File: src/rtl/pc.sv
`default_nettype none
// ============================================================================
// Module   : pc
// Purpose  : Program-counter register. It loads the externally computed next
//            address on every clock edge, and loads RESET_VALUE while rst is high.
// Revision : 1.0 - initial release
// ============================================================================
module pc #(
  parameter int               WIDTH       = 7,
  parameter logic [WIDTH-1:0] RESET_VALUE = '0
) (
  input  logic             clk,
  input  logic             rst,
  input  logic [WIDTH-1:0] in,
  output logic [WIDTH-1:0] out
);

  logic [WIDTH-1:0] pc_d;
  logic [WIDTH-1:0] pc_q;

  // The address passes through untouched: there is no increment, alignment or enable.
  always_comb begin
    pc_d = in;
  end

  always_ff @(posedge clk) begin
    if (rst) begin
      pc_q <= RESET_VALUE;
    end else begin
      pc_q <= pc_d;
    end
  end

  assign out = pc_q;

endmodule
`default_nettype wire

File: config.mk
export PLATFORM = sky130hd
export DESIGN_NAME = pc
export DESIGN_NICKNAME = d
export VERILOG_FILES = /design/src/rtl/pc.sv
export SDC_FILE = /design/constraint.sdc
export NUM_CORES = 1
export LEC_CHECK = 0
export CAP_MARGIN = 20
export CORE_AREA = 2 2 39 41
export DETAILED_ROUTE_END_ITERATION = 6
export DIE_AREA = 0 0 41 43
export GPL_ROUTABILITY_DRIVEN = 0
export PLACE_DENSITY = 0.45
export SLEW_MARGIN = 15
export SYNTH_ARGS = -nofsm -noshare
export SYNTH_HDL_FRONTEND = slang
export SYNTH_SLANG_ARGS = --single-unit
File: constraint.sdc
create_clock -name clk -period 0.8 [get_ports clk]
set_input_delay 0.16 -clock clk [delete_from_list [all_inputs] [get_ports clk]]
set_output_delay 0.16 -clock clk [all_outputs]
set_load 0.05 [all_outputs]
### Yosys cells after proc, flatten, opt, wreduce, memory -nomap -nowiden

Index checks and enable logic that the tools add are counted.

* output and inout port bits: 7
* bits in registers: 7
* logic and storage cells: 1

### Longest topological paths before layout

* word-level depth: 0
* mapped depth: 1

### Worst setup path after synthesis

Ideal clock, no wire load.

* path type: register to output
* from: register pc_q[0], in the netlist out[0]
* to: output out[0]
* buffers on the path: 0
* slack: 0.053 ns
* data arrival time: 0.587 ns
* cell stages (with the launch flop): 1
* cells stage by stage: dfxtp_1

RTL lines
* from (decl): RTL line 19 `logic [WIDTH-1:0] pc_q;`
* from (signal assigned): RTL line 30 `pc_q <= pc_d;`
* to (decl): RTL line 15 `output logic [WIDTH-1:0] out`

No word-level cell between the ends.

### Final worst setup path

* from: register pc_q[3], in the netlist out[3]
* to: output out[3]

No word-level cell between the ends.

==> flow_metrics.env <==
export IMPL_hp_class="primary input to register"
export IMPL_synth_edff_count=0
export IMPL_synthToLayoutAreaGrowth_pct=149.7
export IMPL_combPwrFrac_pct=22.3
export IMPL_ir_worst_vdd_v=0.0006107
export IMPL_synthFlopType="dfxtp_1"
export IMPL_postCtsSetupBuffers=0
export IMPL_p_seq_share_pct=44.0
export IMPL_cpPeakStageDelay_ns=0.34
export IMPL_yosysSeqAreaShare_pct=76.19
export IMPL_port_buffers=15
export IMPL_yosys_area_top_type="dfxtp_1"
export IMPL_yosysUniqueCellTypes=2
export IMPL_finalSetupViolCount=7
export IMPL_drc=0
export IMPL_syn_cell_area_sq_um=183.9
export IMPL_slowest_stage="dfxtp_2"
export IMPL_async_reset_ff_share_pct=0
export IMPL_cp_cell_sequence="buf_12"
export IMPL_drt_iter0_drc=0
export IMPL_tightestPinTransition_ns=0.2348
export IMPL_seqCellArea_sq_um=148.9
export IMPL_hold_viol=0
export IMPL_final_setup_tns_ns=-0.4409
export IMPL_cts_max_level=1
export IMPL_core_area_sq_mm=0.001384
export IMPL_violations="negative setup slack"
export IMPL_syn_area_per_cell_sq_um=13.14
export IMPL_fmax_mhz=1153
export IMPL_grt_first_pass_wirelength_um=648
export IMPL_dieArea_sq_mm=0.001763
export IMPL_cts_sinks=7
export IMPL_numCtsBuffers=3
export IMPL_worst_hold_slack_ns=0.4692
export IMPL_tritoncts="built"
export IMPL_finalCriticalPeriod_ns=0.8670
export IMPL_routed_wl_um=432
export IMPL_clock_path_buffers=2
export IMPL_cp_top_family="flip-flops"
export IMPL_place_area_sq_um=424.2
export IMPL_synth_top_area_share_pct=76.19
export IMPL_worst_slack_ns=-0.06703
export IMPL_final_area_sq_um=459.2
export IMPL_fp_dieW_um=41
export IMPL_grt_overflow=0
export IMPL_status="complete, but fails checks"
export IMPL_cts_root_buf="clkbuf_4"
export IMPL_routedWlPerCell_um=8.816
export IMPL_report_final_slew_viol_count=0
export IMPL_ant_nets=0
export IMPL_min_period_over_period_pct=108.4
export IMPL_grt_pass1_vias=178
export IMPL_fill_cells=147
export IMPL_worst_slew_margin_rel_pct=84.30
export IMPL_cellInternalPower_mw=0.6732
export IMPL_ys_ff_latch=7
export IMPL_dr_total_vias=153
export IMPL_ys_warn_count=0
export IMPL_startpoint_type="register"
export IMPL_leakage_nw=0.1831
export IMPL_insertedDiodeCount=0
export IMPL_dr_pass1_iters=1
export IMPL_arrival_ns=0.71
export IMPL_maxCapViolations=0
export IMPL_hp_start="in[2]"
export IMPL_worstHoldPathCells=2
export IMPL_rsz0062_at_grt="yes"
export IMPL_p_clk_share_pct=33.7
export IMPL_multi_input_area_sq_um=43.79
export IMPL_critPathMaxFanout=1
export IMPL_utilization_pct=33.18
export IMPL_grt_start_max_net_pins=8
export IMPL_syn_num_nets=23
export IMPL_dp_cells=45
export IMPL_rows=14
export IMPL_p_sw_share_pct=23.54
export IMPL_nets=43
export IMPL_drive_gt1_share_pct=51.52
export IMPL_clk_pin_slew_worst_paths_ns=0.05
export IMPL_path_buf_inv=1
export IMPL_largest_reg_flops=7
export IMPL_fin_cells=49
export IMPL_antenna_found_initial=0
export IMPL_synth_commonest_cells="dfxtp_1 (7), nor2b_1 (7)"
export IMPL_synth_area_leaders="dfxtp_1 (76%), nor2b_1 (24%)"
export IMPL_start_util_pct=13.29
export IMPL_path_class="register to output pin"
export IMPL_track_usage_pct=5.942
export IMPL_power_switching_mw=0.2073
export IMPL_hold_path_end="out[2]"
export IMPL_p_per_area_mw_per_mm2=1918
export IMPL_cp_required_ns=0.64
export IMPL_fp_dieH_um=43
export IMPL_via_per_inst=3.122
export IMPL_syn_inst=14
export IMPL_cp_end_kind="output pin"
export IMPL_ios=16
layout make-up:
class / instances / area share [%]
Clock buffer: 4 / 5.722
Multi-Input combinational cell: 7 / 9.537
Sequential cell: 7 / 32.43
Tap cell: 16 / 4.360
Timing Repair Buffer: 15 / 47.96
worst max path at each step:
stage	slack, ns	cells past startpoint	startpoint	to
final	-0.07	1	out[3]	out[3]
after detailed placement	-0.16	2	rst	out[0]
after global placement	-0.15	2	rst	out[6]
after global routing	-0.10	1	out[4]	out[4]
after CTS	-0.08	1	out[4]	out[4]
after floorplan	0.05	0	out[0]	out[0]
what timing repair did:
item / CTS / global route
hold buffers: 0 / 0
gates cloned: 0 / 0
gates resized for setup: 7 / 0
setup endpoints to repair: 7 / 7
cells in the final DEF, fill, tap and decap left out, drive strengths merged:
cell type,netlist,routed
buf,0,7
clkbuf,0,4
clkdlybuf4s50,0,8
dfxtp,7,7
nor2b,7,7
per-layer routing:
layer  GRT usage (%)  share of wire [%]  vias to the layer above  wire length, um
met2           7.500                 39                       15              170
met5               0                  0                        -                0
met4           4.000                  0                        0                0
li1                -                  -                       80                -
met3           6.806                 25                        0              110
met1           5.195                 35                       58              151
metrics by stage:
step | setup WS [ns] | power [mW]
detailed placement | -0.1606 | 0.5871
global route | -0.1048 | 0.9369
CTS | -0.07510 | 0.8953
global placement | -0.1491 | 0.5886
floorplan | 0.05267 | 0.4581
finish | -0.06703 | 0.8805
power by group through the flow:
stage	Sequential, mW	Combinational (mW)	Clock, mW
6_report	0.388	0.196	0.297
5_1_grt	0.388	0.205	0.343
4_1_cts	0.387	0.198	0.310
3_5_place_dp	0.391	0.197	0
3_3_place_gp	0.390	0.198	0
2_1_floorplan	0.447	0.0116	0
cell families (layout without fill, tap and decap cells):
logic type    count (synthesis)  count (layout)  share of synthesized area (%)
flops                         7               7                          76.19
buf+inv                       0              19                              0
simple gates                  7               7                          23.81
Power figures use the tool's default switching activity.
